[config.mk]
export PLATFORM = sky130hd
export DESIGN_NAME = operand_stack
export DESIGN_NICKNAME = d
export VERILOG_FILES = /design/src/rtl/operand_stack.sv
export SDC_FILE = /design/constraint.sdc
export NUM_CORES = 1
export LEC_CHECK = 0
export ABC_AREA = 1
export BUFFER_PORTS_ARGS = -buffer_cell sky130_fd_sc_hd__buf_2
export CORE_MARGIN = 10
export CORE_UTILIZATION = 51
export CTS_BUF_LIST = sky130_fd_sc_hd__clkbuf_4
export CTS_CLUSTER_DIAMETER = 150
export DETAILED_ROUTE_END_ITERATION = 8
export GPL_ROUTABILITY_DRIVEN = 1
export PLACE_DENSITY_LB_ADDON = 0.25
export SETUP_SLACK_MARGIN = 0.1
export SLEW_MARGIN = 20
export SYNTH_ARGS = -nofsm -noshare
export SYNTH_HDL_FRONTEND = slang
export SYNTH_SLANG_ARGS = --single-unit
export TNS_END_PERCENT = 1
[constraint.sdc]
create_clock -name clk -period 2.99 [get_ports clk]
set_input_delay 0.299 -clock clk [delete_from_list [all_inputs] [get_ports clk]]
set_output_delay 0.299 -clock clk [all_outputs]
set_load 0.005 [all_outputs]
[src/rtl/operand_stack.sv]
// LIFO operand stack: registered TOS plus DEPTH-1 entry array, driven by a synchronous command strobe.
// Define STACK_ERR_FLAGS_EN to add sticky overflow/underflow flags and the clear_err input.
module operand_stack #(
    parameter int unsigned DEPTH = 16,
    parameter int unsigned WIDTH = 8
) (
    input  logic                       clk,
    input  logic                       reset,
    input  logic                       stack_clk,
    input  logic                       push,
    input  logic                       pop,
    input  logic [WIDTH-1:0]           data_to_push,
`ifdef STACK_ERR_FLAGS_EN
    input  logic                       clear_err,
    output logic                       overflow,
    output logic                       underflow,
`endif
    output logic [WIDTH-1:0]           data_from_stack,
    output logic [$clog2(DEPTH+1)-1:0] count,
    output logic                       empty,
    output logic                       full
);

    localparam int unsigned CntW = $clog2(DEPTH + 1);
    localparam int unsigned IdxW = (DEPTH > 2) ? $clog2(DEPTH - 1) : 1;

    logic                 stk_q;
    logic                 fire;
    logic [WIDTH-1:0]     tos_q, tos_d;
    logic [CntW-1:0]      cnt_q, cnt_d;
    logic                 empty_q, full_q;
    logic [WIDTH-1:0]     mem_q [DEPTH-1];
    logic                 mem_we;
    logic [IdxW-1:0]      wr_idx, rd_idx;

    assign fire   = stack_clk & ~stk_q;
    // Entry below TOS lives at count-2; a push parks the old TOS at count-1.
    assign wr_idx = IdxW'(cnt_q - CntW'(1));
    assign rd_idx = IdxW'(cnt_q - CntW'(2));

    always_comb begin
        tos_d  = tos_q;
        cnt_d  = cnt_q;
        mem_we = 1'b0;
        if (fire) begin
            unique case ({push, pop})
                2'b10: begin
                    if (!full_q) begin
                        mem_we = !empty_q;
                        tos_d  = data_to_push;
                        cnt_d  = cnt_q + CntW'(1);
                    end
                end
                2'b01: begin
                    if (!empty_q) begin
                        tos_d = (cnt_q == CntW'(1)) ? '0 : mem_q[rd_idx];
                        cnt_d = cnt_q - CntW'(1);
                    end
                end
                2'b11: begin
                    tos_d = data_to_push;
                    if (empty_q) begin
                        cnt_d = CntW'(1);
                    end
                end
                default: begin
                end
            endcase
        end
    end

    always_ff @(posedge clk) begin
        if (!reset) begin
            stk_q   <= 1'b0;
            tos_q   <= '0;
            cnt_q   <= '0;
            empty_q <= 1'b1;
            full_q  <= 1'b0;
        end else begin
            stk_q   <= stack_clk;
            tos_q   <= tos_d;
            cnt_q   <= cnt_d;
            empty_q <= (cnt_d == '0);
            full_q  <= (cnt_d == CntW'(DEPTH));
        end
    end

    always_ff @(posedge clk) begin
        if (reset && mem_we) begin
            mem_q[wr_idx] <= tos_q;
        end
    end

    assign data_from_stack = tos_q;
    assign count           = cnt_q;
    assign empty           = empty_q;
    assign full            = full_q;

`ifdef STACK_ERR_FLAGS_EN
    logic ovf_q, unf_q;
    logic ovf_evt, unf_evt;

    // A push+pop on an empty stack still counts as an underflow.
    assign ovf_evt = fire & push & ~pop & full_q;
    assign unf_evt = fire & pop & empty_q;

    always_ff @(posedge clk) begin
        if (!reset) begin
            ovf_q <= 1'b0;
            unf_q <= 1'b0;
        end else begin
            ovf_q <= ovf_evt | (ovf_q & ~clear_err);
            unf_q <= unf_evt | (unf_q & ~clear_err);
        end
    end

    assign overflow  = ovf_q;
    assign underflow = unf_q;
`endif

endmodule

# == Word-level counts from Yosys, hierarchy flattened ==
# Memories as Yosys holds them, arrays and structs flattened.
# Cells that the tools add are included.
# word_totals
regBits,16
mem_bits_rw,120
in_bits,13
out_inout_bits,15
mem_count,1
# mem_list
name,words,width,rd,rd_clocked_by_memory_dff,write_ports,line_no,rtl
mem_q,15,8,1,0,1,32,logic [WIDTH-1:0] mem_q [DEPTH-1];
# classes
addsub,3
n_eq_ne,7
muxes,14
bitwise_logic,2
reduce_logical,5
# op_table
operator,count
8-bit 2-to-1 mux,3
8-bit case mux with 3 select lines,1
5-bit 2-to-1 mux,4
5-bit case mux with 3 select lines,1
5-bit by 1-bit adder with 5-bit output (second input constant),1
5-bit by 1-bit == test with 1-bit output (second input constant),1
5-bit == test (second input constant),1
5-bit logical NOT,1
1-bit 2-to-1 mux,5
5-bit by 1-bit subtractor with 5-bit output (second input constant),1
2-bit == test (second input constant),2
2-bit != test (second input constant),2
4-bit AND reduction,1
4-bit by 2-bit subtractor with 4-bit output (second input constant),1
3-bit nonzero test,1
2-bit by 1-bit == test with 1-bit output (second input constant),1
1-bit AND,1
1-bit logical AND,1
1-bit logical NOT,1
1-bit NOT,1

# == Depth between registers and ports, before layout ==
# depth
depth_word,7
mapped_depth,14
mapped_depth_nobuf,12

# == Least setup slack after synthesis ==
# Ideal clock, no wire load.
# synth_path
path_type,reg-to-reg
from,register cnt_q[1] (netlist: count[1])
to,memory mem_q[10][0] (enable)
setup_ns,0.370
arrival_time_ns,1.921
setup_slack_ns,0.699
path_stages_with_launch,12
path_buffers,2
period_less_slack_ns,2.291
path_cell_list,dfxtp_1 -> buf_4 -> clkinv_1 -> buf_2 -> ha_1 -> nand2_1 -> nand2_1 -> nand2_1 -> nand2_1 -> inv_1 -> nand2_1 -> nor2_1
# synth_via
elab_chain_cells,1
# synth_rtl
element,line_no,rtl
start: declaration,30,"logic [CntW-1:0] cnt_q, cnt_d;"
start signal: assignment,82,cnt_q <= cnt_d;
5-bit by 1-bit subtractor with 5-bit output,n/a,
end: declaration,32,
# No other way between the ends.

# == Final worst setup path ==
# layout_path
from,register cnt_q[1] (netlist: count[1])
to,register tos_q[7] (netlist: data_from_stack[7])
# layout_via
elab_chain_cells,5
word_cells_on_any_way,6
classes_between,add/sub (1); eq/ne (1); mux (3); memory (1)
# layout_rtl
element,line_no,rtl
4-bit by 2-bit subtractor with 4-bit output,39,assign rd_idx = IdxW'(cnt_q - CntW'(2));
memory 15 x 8 bit,n/a,
8-bit 2-to-1 mux *,56,tos_d = (cnt_q == CntW'(1)) ? '0 : mem_q[rd_idx];
8-bit 2-to-1 mux *,55,if (!empty_q) begin
8-bit case mux with 3 select lines *,46,"unique case ({push, pop})"
end signal: assignment,81,tos_q <= tos_d;
end: declaration,29,"logic [WIDTH-1:0] tos_q, tos_d;"
# Mark *: on every way between the ends. The rest lies on a longest branch, timed or not. The select of a mux whose other input is x is not followed.
# A chain may end at the register's enable or synchronous reset.

==> results.toml <==
[clocking]
post_cts_buffers = 0
root_buffer = "clkbuf_4"
cts_tree = "done"
clkTransAtPathRegs_ns = 0.12
cts.path.max_buffers = 2
cts.htree.levels = 4
cts_buffers = 17
clock_latency_ns = 0.56
cts.sink_count = 136

[power_and_ir_drop]
power.share.sequential_pct = 55.1
p_sw_share_pct = 25.8
power_leakage_uw = 0.00288
powerDensity_nw_per_um2 = 565
irDropWorstVdd_v = 0.000510
p_clk_share_pct = 34.0
combinationalPowerShare_pct = 10.9
cellInternalPower_uw = 2900
p_switching_uw = 1000

[flow_run]
maxCapViolCount = 0

[sta]
fin_tns_setup_ns = 0
fin_hold_ws_ns = 0.0323
setup_violations = 0
hold_violations = 0
drv_slew = 0
fmax_mhz = 407
tightest_slew_ns = 0.743
min_period_ns = 2.46
fin_skew_ns = 0.0202
rsz0062_at_grt = "no"
timing.final.crit_share_pct = 82.2
slew_headroom_pct = 50.3

[critical_path]
path_class = "reg -> reg"
worstPathArrival_ns = 2.95
crit_path_end_kind = "register"
worstRegToRegCells = 10
start_kind = "register"
critPathMaxFanout = 26
worstPathRequired_ns = 3.49

[global_route]
grt-ovfl-total = 0
grt_max_degree = 56
grt_antenna_before_repair = 1
grtUsageTotal_pct = 19.2
grt_pass1_wl_um = 24400
grt_pass1_vias = 4532

[worst_hold_path]
hp-class = "in -> reg"
hold_depth = 3

[yosys]
yosysMostFrequentCell = "nand2_1"
ys_top_cells_by_area = "edfxtp_1, nand2_1, nand3_1, dfxtp_1, inv_1"
seq_area_frac_synth_pct = 62.5
synth_cell_types = 31
synthArstFlopShare_pct = 0
synth_area_um2 = 6280
synth_edf_count = 120
synth_flop_cell = "edfxtp_1"
yosysTopAreaCell = "edfxtp_1"
synth_top_area_share_pct = 57.4
synthesis.nets = 669
ys_ff_latch = 136
avgSynthCellArea_um2 = 9.72
yosysWarnings = 0
netlist_instances = 646
yosys-top-cells-count = "nand2_1, edfxtp_1, inv_1, nand3_1, nor2_1"

[place]
place.detailed.hpwl_um = 10600
numPortBuffers = 27
routabilityCongestion = 0.858

[die]
dieArea_um2 = 17200
row_count = 40
ios = 28
start_util_pct = 52.3
core_area_um2 = 12000
chipWidth_um = 131
die_h_um = 131

[layout]
n_fill_cell = 1054
seqCellArea_um2 = 3930
synthToLayoutAreaGrowth_pct = 9.96
multi_input_area_um2 = 1870
nNetsFinal = 707
drive_above_1_share_pct = 13.7

[route]
drt_iter0_markers = 512
remaining_drc_errors = 0
ant_nets = 0
dr_total_vias = 4662
firstDrtPassIters = 6
routedWlPerCell_um = 18.2
drt-vias-per-instance = 5.53
routed_wl_um = 15400

[run_status]
status = "finished, final reports clean"
==> metal layers <==
layer  wire length [um]  vias to the layer above  track usage, %
li1                   -                     2195               -
met1               6560                     2203            25.2
met2               7100                      221            29.4
met3               1270                       43            5.16
met4                425                        0            8.24
met5                  0                        -               0
==> logic make-up (layout without fill, tap and decap cells) <==
family	after synthesis	count (layout)	synth area share (%)
buffers and inverters	116	165	7.77
AO/OA/AOI/OAI	57	57	4.84
AND/OR/NAND/NOR	325	325	22.5
other	0	1	0
XOR/XNOR	2	2	0.399
flip-flops	136	136	62.5
adder cells (fa/ha/maj)	10	10	1.99
==> critical path, cell delays in order, from the launching register on <==
cell	delay (ns)
dfxtp_1	0.36
clkinv_1	0.28
ha_1	0.42
buf_4	0.20
inv_2	0.37
nand3_1	0.20
nand3_1	0.13
nand3_1	0.12
nand2_1	0.13
nand2_1	0.06
a21oi_1	0.12
==> what timing repair did <==
item / in CTS / in global routing
gates resized for setup: 0 / 0
hold buffers: 2 / 0
endpoints found under the hold margin: 2 / 0
==> registers in the layout, indices dropped and copies added, names as in the netlist <==
register / cells
count: 5
empty: 1
full: 1
data_from_stack: 8
stk_q: 1
mem_q: 120
==> cell usage in the layout, fill, tap and decap left out <==
master	instances
nand2_1	160
edfxtp_1	120
inv_1	84
nand3_1	84
nor2_1	58
a21oi_1	35
buf_2	27
o21ai_0	18
clkbuf_4	18
buf_4	16
dfxtp_1	15
ha_1	10
or2_2	9
inv_2	5
bufinv_16	4
nand3b_1	3
or2_0	3
clkinvlp_4	3
clkinv_1	2
nand3_2	2
o21ai_1	2
clkinv_4	2
dlygate4sd3_1	2
diode_2	1
xor2_1	1
nor2_4	1
nor3_2	1
nor2_2	1
nor2_8	1
nor3_1	1
xnor2_2	1
a31oi_4	1
o21bai_1	1
nand4_1	1
inv_6	1
clkinv_2	1
dfxtp_2	1
==> area by class of cell <==
| type | count | share of cell area (%) |
|---|---|---|
| Sequential cell | 136 | 56.8 |
| Multi-Input combinational cell | 394 | 27.1 |
| Inverter | 90 | 4.89 |
| Timing Repair Buffer | 45 | 3.99 |
| Tap cell | 147 | 2.66 |
| Clock inverter | 12 | 2.57 |
| Clock buffer | 18 | 1.96 |
| Antenna cell | 1 | 0.0362 |
==> path summary, 6_finish.rpt <==
check	startpoint	endpoint	slack, ns
setup / recovery	count[1]	data_from_stack[7]	0.53
hold / removal	data_to_push[0]	data_from_stack[0]	0.03
setup reg to reg	count[1]	data_from_stack[7]	0.53
hold reg to reg	data_from_stack[2]	mem_q[14][2]	0.67
==> metrics by stage <==
stage	setup slack [ns]	util, %	power [uW]	cell area (um^2)	std cells
after detailed placement	0.585	54.7	2610	6570	810
after global placement	0.660	54.7	2600	6570	810
after CTS	0.557	57.5	3910	6900	842
after global routing	0.359	57.5	4060	6900	842
final	0.533	57.5	3900	6910	843
after floorplan	0.699	-	2440	6280	646
==> power groups by stage <==
stage	logic, uW	registers [uW]	clock network (uW)
2_1_floorplan	270	2170	0
3_3_place_gp	412	2190	0
3_5_place_dp	416	2190	0
4_1_cts	420	2150	1340
5_1_grt	477	2150	1430
6_report	425	2150	1330
Power figures use the tool's default switching activity.
